===== src/rtl/mod_74x163_counter.sv =====
// mod_74x163_counter: synchronous presettable counter in the 74x160/161/163 style.
// Q cycles 0..MODULO-1. Synchronous clear has priority over parallel load, and load
// has priority over counting. RCO is decoded combinationally from Q and ENT.
// Optional build macro MOD_74X163_DOWN_EN adds the UD direction input (1=up, 0=down).
module mod_74x163_counter #(
  parameter int WIDTH  = 4,
  parameter int MODULO = 2**WIDTH
) (
  input  logic             clk,
  input  logic             clr,
  input  logic             load,
  input  logic             enp,
  input  logic             ent,
  input  logic [WIDTH-1:0] d,
`ifdef MOD_74X163_DOWN_EN
  input  logic             ud,
`endif
  output logic [WIDTH-1:0] q,
  output logic             rco
);

  // Terminal count in up mode. MODULO never exceeds 2**WIDTH, so this fits in WIDTH bits.
  localparam logic [WIDTH-1:0] TOP = WIDTH'(MODULO - 1);

  logic             count_en;
  logic [WIDTH-1:0] up_q;
  logic [WIDTH-1:0] q_nxt;

  assign count_en = enp & ent;

  // The >= test wraps both the terminal count and any out-of-range loaded value to 0.
  assign up_q = (q >= TOP) ? '0 : q + 1'b1;

`ifdef MOD_74X163_DOWN_EN
  localparam logic [WIDTH:0] MODV = (WIDTH+1)'(MODULO);

  logic             illegal;
  logic [WIDTH-1:0] dn_q;

  // An out-of-range state reloads the terminal count when counting down, as 0 does.
  assign illegal = ({1'b0, q} >= MODV);
  assign dn_q    = ((q == '0) || illegal) ? TOP : q - 1'b1;
`endif

  // Next-state select with priority clear > load > count > hold.
  always_comb begin
    q_nxt = q;
    if (clr)
      q_nxt = '0;
    else if (load)
      q_nxt = d;
    else if (count_en) begin
`ifdef MOD_74X163_DOWN_EN
      q_nxt = ud ? up_q : dn_q;
`else
      q_nxt = up_q;
`endif
    end
  end

  // State register. CLR acts synchronously, so Q is unknown until the first clearing edge.
  always_ff @(posedge clk) begin
    q <= q_nxt;
  end

  // Ripple carry. ENP is excluded so that stages can be cascaded. An illegal Q never
  // matches the terminal value, so RCO stays low in that case.
  always_comb begin
    rco = 1'b0;
`ifdef MOD_74X163_DOWN_EN
    rco = ent & (ud ? (q == TOP) : (q == '0));
`else
    rco = ent & (q == TOP);
`endif
  end

endmodule


===== config.mk =====
export PLATFORM = sky130hd
export DESIGN_NAME = mod_74x163_counter
export DESIGN_NICKNAME = d
export VERILOG_FILES = /design/src/rtl/mod_74x163_counter.sv
export SDC_FILE = /design/constraint.sdc
export NUM_CORES = 1
export LEC_CHECK = 0
export BUFFER_PORTS_ARGS = -buffer_cell sky130_fd_sc_hd__buf_4
export CORE_AREA = 2 2 39 41
export DETAILED_ROUTE_END_ITERATION = 10
export DIE_AREA = 0 0 41 43
export GPL_TIMING_DRIVEN = 0
export PLACE_DENSITY = 0.42
export SKIP_LAST_GASP = 1
export SLEW_MARGIN = 40
export SYNTH_ARGS = -nofsm -noshare
export SYNTH_HDL_FRONTEND = slang
export SYNTH_SLANG_ARGS = --single-unit
export TNS_END_PERCENT = 10

===== constraint.sdc =====
create_clock -name clk -period 1.8 [get_ports clk]
set_clock_uncertainty 0.2 [all_clocks]
set_input_delay 0.27 -clock clk [delete_from_list [all_inputs] [get_ports clk]]
set_output_delay 0.27 -clock clk [all_outputs]
set_load 0.02 [all_outputs]

==> out/qor.yml, run 1 <==
cpMaxStageDelayCell: "dfxtp_1"
port_buffers: 12
ys_types: 21
setup_tns_ns: 0
wl_per_cell_um: 10.7
layout_min_cycle_time_ns: 1.72
fillers: 161
largest_reg_flops: 4
antenna_cells: 0
rows: 14
top_regs: "q: 4 flops"
netlist.area_leader.share: 0.309
grt_pass1_vias: 225
drt_iter0_drc: 5
gp_congestion: 0.652
cts_tree: "done"
start_util: 0.187
critPathTopFamily: "flip-flops"
p_int_w: 0.000204
required_ns: 1.33
path_max_fanout: 6
synth_flop_cell: "dfxtp_1"
pwr_density_cell_nw_per_um2: 714
grt.met2_usage: 0.0938
synth_edf_count: 0
avgSynthCellArea_um2: 8.35
fp.dieArea_um2: 1760
async_reset_ff_frac: 0
synthCells: 31
synth-seq-cells: 4
grt_overflow_total: 0
syn_to_final_growth_pct: 51.2
synth_fp_nets: 41
period_share: 0.954
num_vias: 302
place_inst: 59
hold_violations: 0
hold_class: "in -> reg"
wirelength_um: 661
grt_max_degree: 11
die_width_um: 41
final-setup-viol-count: 0
cts_resized: 0
nets: 58
yosys_warnings: 0
status: "finished, final reports clean"
cts_buffer_depth: 2
met3_usage: 0.0157
die_y_um: 43
drv_cap: 0
pre_cts_ws_ns: 0.319
fin_cells: 62
critPathBufInv: 1
report.final.slew_viol_count: 0
yosysSeqAreaShare: 0.309
regMostFlops: "q"
end_kind: "primary output"
tightest_slew_ns: 0.237
rsz0062_at_grt: "false"
max_stage_delay_ns: 0.42
startpoint_type: "flip-flop"
clock_sinks: 4
hold_buffers: 0
hpwlAfterDp_um: 505
path_cells: "ha_1 -> and4_2 -> buf_4"
clkLatencyLatePin_ns: 0.23
max_slew_margin: 0.841
grt-busiest-layer: "met1"
drcViolationCount: 0
worst_slack_ns: 0.0819
ff_latch_area_um2: 80.1
first_pass_iters: 4
multi_input_area_um2: 163
combPwrFrac: 0.232
pin_count: 14
clk_pin_slew_ns: 0.04
cts-root-buf: "clkbuf_4"
hold_ws_ns: 0.0337
p_leak_nw: 0.178
drive_gt1_frac: 0.457
p_switching_w: 0.0000754
post_cts_buffers: 0
coreArea_um2: 1380
grt_first_pass_wirelength_um: 897
track_usage: 0.0782
critical_path_class: "reg -> out"
antenna_found_initial: 0
via_per_inst: 4.87
grt_util_met1: 0.105
switching_share: 0.269
synth_top_area_cell: "dfxtp_1"
yosys-top-cells-area: "dfxtp_1 31%, a21oi_1 9.7%, a221oi_2 5.8%, ha_1 4.8%, nor2b_1 4.8%"
synth_area_um2: 259
h-tree-depth: 1
ant_nets: 0
cts_buffers: 3
arrival_ns: 1.25
peakVddDrop_uv: 270
max_freq_ghz: 0.582
seqPwrFrac: 0.380
p_clk_frac: 0.388
power groups by stage:
stage	Sequential (W)	Clock [W]	Combinational, W
2_1_floorplan	0.000114	0	0.0000269
3_3_place_gp	0.000108	0	0.0000653
3_5_place_dp	0.000108	0	0.0000658
4_1_cts	0.000106	0.000115	0.0000662
5_1_grt	0.000108	0.000119	0.0000699
6_report	0.000106	0.000108	0.0000650
kinds of logic after synthesis:
kind of cell | count (synthesis) | share of synthesized area
XOR/XNOR | 1 | 0.0338
adder cells (fa/ha/maj) | 1 | 0.0483
flip-flops | 4 | 0.309
buffers and inverters | 4 | 0.0628
AO/OA/AOI/OAI | 12 | 0.328
AND/OR/NAND/NOR | 9 | 0.217
area by class of cell:
type | count | share of cell area
well taps | 16 | 0.0511
plain buffers | 1 | 0.0128
inverters | 3 | 0.0288
flip-flops and latches | 4 | 0.204
multi-input cells | 23 | 0.415
repair buffers | 12 | 0.230
clock buffers | 3 | 0.0575
final timing paths:
check | from | end | slack (ns) | depth (start not counted)
worst max-delay path | q[0]$_SDFFE_PP0P_ | rco | 0.08 | 3
worst min-delay path | clr | q[0]$_SDFFE_PP0P_ | 0.03 | 2
worst max register to register | q[0]$_SDFFE_PP0P_ | q[0]$_SDFFE_PP0P_ | 0.33 | 3
worst min register to register | q[1]$_SDFFE_PP0P_ | q[3]$_SDFFE_PP0P_ | 0.37 | 2
metrics by stage:
stage                util  instance area [um2]  total power, W
global placement    0.267                  369        0.000173
floorplan               -                  259        0.000141
finish              0.283                  392        0.000280
CTS                 0.283                  392        0.000287
detailed placement  0.267                  369        0.000173
global route        0.283                  392        0.000296
synth_stat cells, types with 2 or more instances:
library cell  count
dfxtp_1           4
a21oi_1           5
nor2b_1           2
inv_1             3
worst reg2reg max path: stages, from the launching register on:
cell and delay (ns):
dfxtp_1 0.35, ha_1 0.26, a311o_1 0.38, a221oi_2 0.20
placed cells by master, fill, tap and decap left out, types with 2 or more instances in the layout:
| cell | n |
|---|---|
| a21oi_1 | 5 |
| buf_4 | 12 |
| clkbuf_4 | 3 |
| dfxtp_1 | 4 |
| inv_1 | 3 |
| nor2b_1 | 2 |
layer usage:
metal  wire (um)  up-vias  share of wire
met3          71        2           0.11
met1         315      133           0.48
met2         268       19           0.41
li1            -      148              -
met5           0        -              0
met4           5        0         0.0076
(Power assumes the default switching activity.)
==> run 2, diff against run 1 <==
PLACE_DENSITY = not set   (was 0.42)
==> run 2 against run 1 <==
  * Sequential share of layout area decreased by 0.13 points
  * Combinational power about the same
  * Worst setup slack got worse by 0.024 ns
  * Clock power increased by 5%
  * Worst hold slack got worse by 0.016 ns
  * Sequential power about the same
  * Die area unchanged
  * Power increased by 2.0%
  * Highest routed layer unchanged
==> out/qor.yml, run 2 (synthesis results as in run 1) <==
gp_congestion: 0.715  # +9.8%
hold_violations: 0  # unchanged
report.final.slew_viol_count: 0  # unchanged
via_per_inst: 4.69  # -3.6%
pwr_density_cell_nw_per_um2: 724  # +1.3%
h-tree-depth: 1  # unchanged
fillers: 155  # -3.7%
start_util: 0.187  # unchanged
grt_pass1_vias: 229  # +1.8%
post_cts_buffers: 0  # unchanged
fin_cells: 62  # unchanged
drcViolationCount: 0  # unchanged
die_width_um: 41  # unchanged
fin_util: 0.285  # +0.00181
wirelength_um: 658  # -0.45%
hold_ws_ns: 0.0180  # -0.0157 ns
drv_cap: 0  # unchanged
top_regs: "q: 4 flops"
cts_buffer_depth: 2  # unchanged
critical_path_class: "reg -> out"
track_usage: 0.0883  # +0.0101
grt_max_degree: 11  # unchanged
p_leak_nw: 0.176  # -1.3%
path_cells: "ha_2 -> and4_2 -> buf_4"
syn_to_final_growth_pct: 52.2
place_inst: 59  # unchanged
wl_per_cell_um: 10.6  # -0.45%
clkLatencyLatePin_ns: 0.24  # about the same
cts_resized: 0  # unchanged
startpoint_type: "flip-flop"
period_share: 0.968  # +0.0133
antenna_cells: 0  # unchanged
drt_iter0_drc: 8  # +3
status: "finished, final reports clean"
ff_latch_area_um2: 80.1  # unchanged
required_ns: 1.33  # about the same
antenna_found_initial: 0  # unchanged
critPathBufInv: 1  # unchanged
path_max_fanout: 6  # unchanged
port_buffers: 12  # unchanged
layout_min_cycle_time_ns: 1.74  # +0.0239 ns
fin_area_um2: 394  # +0.64%
ant_nets: 0  # unchanged
multi_input_area_um2: 165  # +1.5%
pin_count: 14  # unchanged
hold_buffers: 0  # unchanged
critPathTopFamily: "flip-flops"
hold_class: "in -> reg"
largest_reg_flops: 4  # unchanged
final-setup-viol-count: 0  # unchanged
grt_overflow_total: 0  # unchanged
max_stage_delay_ns: 0.43  # about the same
cts_buffers: 3  # unchanged
num_vias: 291  # -3.6%
end_kind: "primary output"
arrival_ns: 1.27  # +0.02 ns
drive_gt1_frac: 0.478  # +0.0217
cts-root-buf: "clkbuf_4"
cpMaxStageDelayCell: "dfxtp_1"
max_slew_margin: 0.844  # +0.00247
die_y_um: 43  # unchanged
final_common_cell: "buf_4"
final_cell_mix: "12 x buf_4, 5 x a21oi_1, 4 x dfxtp_1, 3 x inv_1, 3 x clkbuf_4"
first_pass_iters: 4  # unchanged
peakVddDrop_uv: 214  # -21%
nets: 58  # unchanged
regMostFlops: "q"
tightest_slew_ns: 0.233  # -0.00368 ns
clock_sinks: 4  # unchanged
max_freq_ghz: 0.574  # -1.4%
dpl-instance-area_um2: 369  # unchanged
rows: 14  # unchanged
coreArea_um2: 1380  # unchanged
clk_pin_slew_ns: 0.04  # about the same
cts_tree: "done"
fp.dieArea_um2: 1760  # unchanged
grt_first_pass_wirelength_um: 972  # +8.4%
==> run 2: per-stage QoR <==
stage	setup TNS (ns)	total power (W)	setup WS, ns
finish	0	0.000285	0.0580
global route	-0.00483	0.000303	-0.00483
CTS	0	0.000289	0.0637
detailed placement	0	0.000172	0.328
global placement	0	0.000172	0.327
floorplan	0	0.000141	0.305
==> run 2: cell type report <==
class / count / area share
multi-input combinational: 23 / 0.419
timing repair buffer: 12 / 0.229
sequential: 4 / 0.203
clock buffer: 3 / 0.0571
tap: 16 / 0.0508
inverter: 3 / 0.0286
buffer: 1 / 0.0127
==> run 2: routing by layer <==
layer | global-route usage | vias to the layer above | part of all wire | routed length [um]
li1 | - | 147 | - | -
met1 | 0.131 | 124 | 0.46 | 301
met2 | 0.0813 | 16 | 0.38 | 250
met3 | 0.0314 | 4 | 0.14 | 90
met4 | 0.100 | 0 | 0.024 | 16
met5 | 0 | - | 0 | 0
==> run 2: worst paths after layout <==
check | start | to | slack, ns | cells after the start
max | q[0]$_SDFFE_PP0P_ | rco | 0.06 | 3
min | clr | q[0]$_SDFFE_PP0P_ | 0.02 | 2
max reg2reg | q[0]$_SDFFE_PP0P_ | q[1]$_SDFFE_PP0P_ | 0.27 | 4
min reg2reg | q[2]$_SDFFE_PP0P_ | q[3]$_SDFFE_PP0P_ | 0.37 | 2
==> run 2: power breakdown <==
part	internal [W]	switching (W)	leakage (nW)
Sequential	0.0000962	0.0000105	0.0333
Combinational	0.0000343	0.0000310	0.129
Clock	0.0000747	0.0000386	0.0138
